<file path="src/rtl/dmem_load_ctrl.sv">
// Load-side bridge from the MEM stage to the data-SRAM read sequencer: alignment check, held read, lane extract.
// Optional macro DMEM_LAST_WORD_CACHE_EN adds a one-entry last-word cache that bypasses the sequencer on a hit.
module dmem_load_ctrl #(
   parameter int TIMEOUT_CYCLES = 15,
   parameter int GAP_CYCLES     = 2
) (
   input  logic        i_clk,
   input  logic        i_rst,
   input  logic        i_mem_req,
   input  logic [31:0] i_mem_addr,
   input  logic [2:0]  i_load_type,
   input  logic        i_dmem_wr,
   output logic        o_stall,
   output logic [31:0] o_load_data,
   output logic        o_load_valid,
   output logic        o_addr_err,
   output logic        o_read_ce,
   output logic [31:0] o_address,
   input  logic [31:0] i_rd_data,
   input  logic        i_rfin,
   output logic [2:0]  o_state
);
   // Handshakes: mem_req is held by the MEM stage until a load_valid or addr_err pulse;
   // read_ce is held with a stable address until the sequencer answers with a one-cycle rfin.
   localparam logic [2:0] S_IDLE = 3'd0;
   localparam logic [2:0] S_WAIT = 3'd1;
   localparam logic [2:0] S_DONE = 3'd2;
   localparam logic [2:0] S_ERR  = 3'd3;
   localparam logic [2:0] S_GAP  = 3'd4;

   localparam logic [7:0] LP_T_LAST = 8'(TIMEOUT_CYCLES - 1);
   localparam logic [2:0] LP_G_LAST = 3'(GAP_CYCLES - 1);

   logic [2:0]  r_state;
   logic [31:0] r_address;
   logic        r_read_ce;
   logic [2:0]  r_type;
   logic [1:0]  r_lane;
   logic [31:0] r_load_data;
   logic        r_load_valid;
   logic        r_addr_err;
   logic [7:0]  r_tcnt;
   logic [2:0]  r_gcnt;
   logic        r_timeout;
   logic        r_hit;
   logic        w_misalign;
   logic        w_hit;
   logic        w_stall;
   logic [31:0] w_hit_word;

   function automatic logic [31:0] f_extract(input logic [31:0] word, input logic [2:0] ltype,
                                             input logic [1:0] lane);
      logic [7:0]  b;
      logic [15:0] h;
      b = word[8*lane +: 8];
      h = lane[1] ? word[31:16] : word[15:0];
      case (ltype)
         3'b000:  return {{24{b[7]}}, b};
         3'b001:  return {24'h0, b};
         3'b010:  return {{16{h[15]}}, h};
         3'b011:  return {16'h0, h};
         default: return word;
      endcase
   endfunction

   // Codes 101..111 behave as LW, so any type[2]=1 needs word alignment.
   assign w_misalign = (((i_load_type == 3'b010) || (i_load_type == 3'b011)) && i_mem_addr[0]) ||
                       (i_load_type[2] && (i_mem_addr[1:0] != 2'b00));

`ifdef DMEM_LAST_WORD_CACHE_EN
   logic [29:0] r_tag;
   logic        r_tag_vld;
   logic [31:0] r_cword;

   assign w_hit      = r_tag_vld && (r_tag == i_mem_addr[31:2]);
   assign w_hit_word = r_cword;

   always_ff @(posedge i_clk or negedge i_rst) begin
      if (!i_rst) begin
         r_tag     <= '0;
         r_tag_vld <= 1'b0;
         r_cword   <= '0;
      end else if (i_dmem_wr || (r_state == S_ERR)) begin
         r_tag_vld <= 1'b0;
      end else if ((r_state == S_WAIT) && i_rfin) begin
         r_tag     <= r_address[31:2];
         r_tag_vld <= 1'b1;
         r_cword   <= i_rd_data;
      end
   end
`else
   logic w_unused_dmem_wr;

   assign w_unused_dmem_wr = i_dmem_wr;
   assign w_hit            = 1'b0;
   assign w_hit_word       = '0;
`endif

   always_comb begin
      w_stall = 1'b0;
      case (r_state)
         S_IDLE:  w_stall = i_mem_req && !w_misalign && !w_hit;
         S_WAIT:  w_stall = 1'b1;
         S_GAP:   w_stall = i_mem_req;
         default: w_stall = 1'b0;
      endcase
   end

   always_ff @(posedge i_clk or negedge i_rst) begin
      if (!i_rst) begin
         r_state      <= S_IDLE;
         r_address    <= '0;
         r_read_ce    <= 1'b0;
         r_type       <= '0;
         r_lane       <= '0;
         r_load_data  <= '0;
         r_load_valid <= 1'b0;
         r_addr_err   <= 1'b0;
         r_tcnt       <= '0;
         r_gcnt       <= '0;
         r_timeout    <= 1'b0;
         r_hit        <= 1'b0;
      end else begin
         r_load_valid <= 1'b0;
         r_addr_err   <= 1'b0;
         case (r_state)
            S_IDLE: begin
               if (i_mem_req) begin
                  if (w_misalign) begin
                     r_state     <= S_ERR;
                     r_addr_err  <= 1'b1;
                     r_load_data <= '0;
                     r_timeout   <= 1'b0;
                  end else if (w_hit) begin
                     r_state      <= S_DONE;
                     r_load_valid <= 1'b1;
                     r_load_data  <= f_extract(w_hit_word, i_load_type, i_mem_addr[1:0]);
                     r_hit        <= 1'b1;
                  end else begin
                     r_state   <= S_WAIT;
                     r_read_ce <= 1'b1;
                     r_address <= {i_mem_addr[31:2], 2'b00};
                     r_type    <= i_load_type;
                     r_lane    <= i_mem_addr[1:0];
                     r_tcnt    <= '0;
                     r_hit     <= 1'b0;
                  end
               end
            end
            S_WAIT: begin
               if (i_rfin) begin
                  r_state      <= S_DONE;
                  r_read_ce    <= 1'b0;
                  r_load_valid <= 1'b1;
                  r_load_data  <= f_extract(i_rd_data, r_type, r_lane);
               end else if (r_tcnt == LP_T_LAST) begin
                  r_state     <= S_ERR;
                  r_read_ce   <= 1'b0;
                  r_addr_err  <= 1'b1;
                  r_load_data <= '0;
                  r_timeout   <= 1'b1;
               end else begin
                  r_tcnt <= r_tcnt + 8'd1;
               end
            end
            S_DONE: begin
               r_state <= r_hit ? S_IDLE : S_GAP;
               r_gcnt  <= '0;
            end
            S_ERR: begin
               r_state <= r_timeout ? S_GAP : S_IDLE;
               r_gcnt  <= '0;
            end
            S_GAP: begin
               if (r_gcnt == LP_G_LAST) r_state <= S_IDLE;
               else                     r_gcnt  <= r_gcnt + 3'd1;
            end
            default: r_state <= S_IDLE;
         endcase
      end
   end

   // Gated by reset so a held mem_req cannot re-freeze the pipeline while reset is low.
   assign o_stall      = w_stall && i_rst;
   assign o_load_data  = r_load_data;
   assign o_load_valid = r_load_valid;
   assign o_addr_err   = r_addr_err;
   assign o_read_ce    = r_read_ce;
   assign o_address    = r_address;
   assign o_state      = r_state;

endmodule

</file>
<file path="config.mk">
export PLATFORM = sky130hd
export DESIGN_NAME = dmem_load_ctrl
export DESIGN_NICKNAME = d
export VERILOG_FILES = /design/src/rtl/dmem_load_ctrl.sv
export SDC_FILE = /design/constraint.sdc
export NUM_CORES = 1
export LEC_CHECK = 0
export CAP_MARGIN = 20
export CORE_MARGIN = 2
export CORE_UTILIZATION = 45
export DETAILED_ROUTE_END_ITERATION = 6
export PLACE_DENSITY = 0.8
export SYNTH_ARGS = -nofsm -noshare
export SYNTH_HDL_FRONTEND = slang
export SYNTH_SLANG_ARGS = --single-unit
</file>
<file path="constraint.sdc">
create_clock -name i_clk -period 4.6 [get_ports i_clk]
set_clock_uncertainty 0.2 [all_clocks]
set_input_delay 0.92 -clock i_clk [delete_from_list [all_inputs] [get_ports i_clk]]
set_output_delay 0.92 -clock i_clk [all_outputs]
set_load 0.01 [all_outputs]
</file>
Word-level counts from Yosys, hierarchy flattened
Index checks and enable logic that the tools add are counted.
Operators by class
  reductions and logical operators: 20
  multiplexer cells: 39
  bitwise gates (word level): 1
  shifts and indexed selects: 1
  equal/unequal tests: 20
  add/subtract/negate cells: 2
Operators by type and width (count)
  two-way mux 32 bit: 4
  case mux 32 bit (4 select lines): 1
  case mux 32 bit (2 select lines): 1
  two-way mux 8 bit: 4
  indexed part select 32 x 6 -> 8 bit: 1
  == test 3 x 2 -> 1 bit (second input constant): 6
  two-way mux 3 bit: 6
  two-way mux 16 bit: 1
  != test 2 bit (second input constant): 8
  case mux 8 bit (2 select lines): 1
  case mux 3 bit (5 select lines): 1
  two-way mux 1 bit: 14
  AND reduction 5 bit: 2
  == test 3 x 1 -> 1 bit (second input constant): 3
  adder 8 x 1 -> 8 bit (second input constant): 1
  == test 8 x 4 -> 1 bit (second input constant): 1
  AND reduction 4 bit: 2
  logical NOT 3 bit: 2
  case mux 1 bit (2 select lines): 3
  case mux 3 bit (2 select lines): 1
  AND reduction 3 bit: 2
  nonzero test 2 bit: 3
  logical AND 1 bit: 4
  adder 3 x 1 -> 3 bit (second input constant): 1
  9 further kinds: 10
Word-level totals
  bits in registers: 85
  output and inout bits: 71

Logic depth before layout (Yosys ltp)
  word-level depth: 8
  mapped depth: 7
  gate-level depth less buffers: 6

Worst setup path after synthesis
Ideal clock, no wire load.
  path kind: input port to output port
  start point: input port i_load_type[2]
  end point: output port o_stall
  arrival time: 1.697 ns
  required time: 3.480 ns
  stages: 4
  path buffers: 0
  path slack: 1.783 ns
  cell sequence: o21ai_1 -> a21oi_1 -> o31ai_1 -> and3_1
On the way
  longest elaborated chain between the ends: 8
  elaborated cells between the ends (all ways): 10
RTL lines
  start: declaration: line 11  | input logic [2:0] i_load_type,
  == test 3 x 2 -> 1 bit
  logical OR 1 bit: line 67  | assign w_misalign = (((i_load_type == 3'b010) || (i_load_type == 3'b011)) && i_mem_addr[0]) ||
  logical AND 1 bit: line 67
  logical OR 1 bit (*): line 67
  logical NOT 1 bit (*): line 102  | S_IDLE: w_stall = i_mem_req && !w_misalign && !w_hit;
  logical AND 1 bit (*): line 102
  case mux 1 bit (3 select lines) (*): line 101  | case (r_state)
  logical AND 1 bit (*): line 184  | assign o_stall = w_stall && i_rst;
  end: declaration: line 13  | output logic o_stall,
Mark *: on every way between the ends. The rest lies on a longest branch, timed or not.

Worst setup path in the final report
Ends and elaborated chain as after synthesis.

==> parameters.txt <==
Parameter                              Value

Outcome
  Result of the run ... completed

GRT
  Number of global-route vias before repair ... 3611
  Total GRT Usage ... 22.9%
  Maximum number of pins on one net before global-route repair ... 86
  Number of antenna violations at the first check in global routing ... 0
  Global-route wire length before repair ... 18200 µm
  Remaining Overflow, GRT ... 0

Route
  Via count ... 3521
  Total iterations of the first detailed-routing run ... 4
  WL final ... 10800 µm
  Number of DRC violations after detailed-routing iteration 0 ... 190
  Antenna-violating nets left ... 0
  Number of vias per cell ... 5.49
  Remaining DRCs ... 0
  Post-DR wirelength/cell ... 16.9 µm

CTS
  CTS tree ... built
  Total number of clock tree sinks ... 85
  Clock Latency Late Sink ... 0.35 ns
  Clock buffer depth ... 2
  Number of post-CTS setup repair buffers ... 0
  Clock buffers created by TritonCTS ... 9
  Maximum level of the CTS H-tree ... 3
  Clock transition at the register clock pins on the worst setup and hold paths after CTS ... 0.08 ns
  Post-cts gate resize count ... 0
  CTS Hold Bufs ... 0
  Buffer type at the clock tree root ... clkbuf_8

Logic synthesis
  Number of enable flip-flop cells after synthesis ... 0
  Combined area of all synthesized cells ... 4140 µm²
  Gate count of the mapped netlist ... 398
  Synth warnings ... 0
  Flip-flop cell with the highest count after synthesis ... dfrtp_1
  Register bit total from synthesis ... 85
  Async SR Flop Fraction ... 100%
  Proportion of synthesized chip area in sequential cells ... 51.4%
  Number of different library cells in the post-synthesis netlist ... 61
  Avg Inst Size Synth ... 10.4 µm²

Floorplanning
  Height of the chip ... 99.9 µm
  Number of cell rows ... 34
  Chip width ... 99.9 µm
  Top-level I/O count ... 143
  Initial standard-cell utilization of the core ... 47.0%
  Area enclosed by the die boundary ... 9980 µm²
  Core area ... 8810 µm²

Worst setup path
  Largest fanout on the critical path ... 7
  Worst setup path category ... in -> out
  Arrival time worst endpoint ... 2.82 ns
  CP required ... 3.48 ns
  Startpoint Class ... primary input
  Crit end category ... primary output

Timing
  Final setup violating endpoints ... 0
  Min Hold Slack ... 0.274 ns
  Unrepaired setup endpoints after global routing ... no
  Endpoints failing hold ... 0
  Crit path time final ... 3.94 ns
  Actual transition at the worst max-transition pin ... 0.958 ns
  Top achievable clock speed ... 254 MHz
  Sum of negative setup slack ... 0 ns
  Normalized max-slew margin ... 36.2%
  Number of max-slew violations in the final report ... 0
  Post-route clock period utilization ... 85.6%

Job
  Max Cap Viol ... 0

Power and ir drop
  Leakage power of the design ... 0.00265 µW
  Largest vdd supply drop ... 0.312 mV
  Pwr/cell area ... 564 nW/µm²

Layout
  Synth-to-Final Area Change ... 39.5%
  Leading cell type in the layout, fill and taps excluded ... clkdlybuf4s50_1
  # diodes ... 0
  Share of layout cells above drive strength 1 ... 8.44%
  Share of the core filled with cells ... 65.5%
  NumNets Final ... 604
  Fillers ... 678
  Highest-count cells in the layout ignoring fill and taps ... 138 x clkdlybuf4s50_1, 121 x nand2_1, 85 x dfrtp_1
  Design Area, Final ... 5770 µm²

Place
  Final HPWL DP ... 7690 µm
  Placed instance area ... 5500 µm²
  Global placer's final weighted congestion ... 0.857
  I/O Buffers ... 139

Hold path
  Tightest Hold Check Type ... reg -> reg
==> state kept, by name, indices dropped and copies added (netlist names) <==
signal and count:
r_timeout 1, o_load_data 32, r_lane 2, r_gcnt 3, o_address 30, r_tcnt 8
o_addr_err 1, o_read_ce 1, o_load_valid 1, r_type 3, o_state 3
==> kinds of logic after synthesis <==
kind of cell / share of synthesized area, %
AOI/OAI and AO/OA: 17.9
other: 0.0907
adders and majority gates: 1.21
DFF: 51.4
xor gates and xnor gates: 0.635
buffers and inverters: 5.20
and+or+nand+nor: 20.3
muxes: 3.27
==> critical path: stages <==
cell             delay (ns)
clkdlybuf4s50_1        0.44
o21ai_1                0.42
a21oi_1                0.12
o31ai_1                0.19
and3_1                 0.19
clkdlybuf4s50_1        0.54
==> stage by stage <==
| step | power (µW) | setup slack [ns] | cells |
|---|---|---|---|
| 4_1_cts | 3270 | 0.676 | 640 |
| 3_3_place_gp | 2570 | 0.703 | 624 |
| 3_5_place_dp | 2620 | 0.687 | 624 |
| 2_1_floorplan | 2010 | 1.78 | 399 |
| 5_1_grt | 3480 | 0.553 | 641 |
| 6_report | 3250 | 0.660 | 641 |
==> layout make-up <==
type,count,area (µm²),area share [%]
clock buffers,9,124,2.15
flip-flops and latches,85,2130,36.9
repair buffers,143,1440,24.9
inverters,7,26.3,0.455
multi-input cells,282,1800,31.2
well taps,108,135,2.34
clock inverters,7,121,2.10
==> routing by layer <==
metal  wire length, µm  share of wire, %  global-route usage [%]
met2              5270                49                    36.3
met1              4810                44                    31.1
met3               525               4.9                    4.67
met5                 0                 0                       0
met4               205               1.9                    9.06
==> power breakdown <==
part           switching [µW]  internal (µW)  total (µW)  leakage, µW
Sequential                262            991        1250      0.00111
Combinational             619            736        1360      0.00142
Clock                     280            364         644     0.000124
Total                    1160           2090        3250      0.00265
==> synth_stat cells, types with 2 or more instances <==
library cell / number / share of area, %
nand2_1: 121 / 11
dfrtp_1: 85 / 51
a221o_1: 23 / 5.6
a21oi_1: 13 / 1.6
mux2i_1: 9 / 2.2
a32o_1: 8 / 1.9
and3_1: 8 / 1.2
a2bb2oi_1: 7 / 1.5
buf_2: 7 / 0.85
inv_1: 7 / 0.64
o21ai_0: 7 / 0.85
o21bai_1: 7 / 1.3
nand3_1: 6 / 0.73
nor2_1: 6 / 0.54
clkbuf_1: 5 / 0.45
o21a_1: 5 / 0.91
buf_4: 4 / 0.73
buf_6: 4 / 1.1
clkbuf_8: 4 / 1.3
ha_1: 4 / 1.2
nor3_1: 4 / 0.48
mux2_2: 3 / 0.82
nand2b_1: 3 / 0.45
nor2b_1: 3 / 0.45
xor2_1: 3 / 0.64
a211oi_1: 2 / 0.36
a22o_1: 2 / 0.42
and2_1: 2 / 0.30
and3_2: 2 / 0.36
o211ai_1: 2 / 0.36
o31ai_1: 2 / 0.36
==> path summary, 6_finish.rpt <==
| path | from | to | slack, ns | cells after the start |
|---|---|---|---|---|
| worst max-delay path | i_load_type[2] | o_stall | 0.66 | 6 |
| worst min-delay path | o_address[11] | o_address[11] | 0.27 | 2 |
| worst max register to register | r_lane[1] | o_load_data[19] | 2.09 | 4 |
| worst min register to register | o_address[11] | o_address[11] | 0.27 | 2 |
| max in group asynchronous | i_rst | o_address[24] | 3.29 | 3 |
| min in group asynchronous | i_rst | o_address[16] | 0.30 | 2 |
Power figures use the tool's default switching activity.
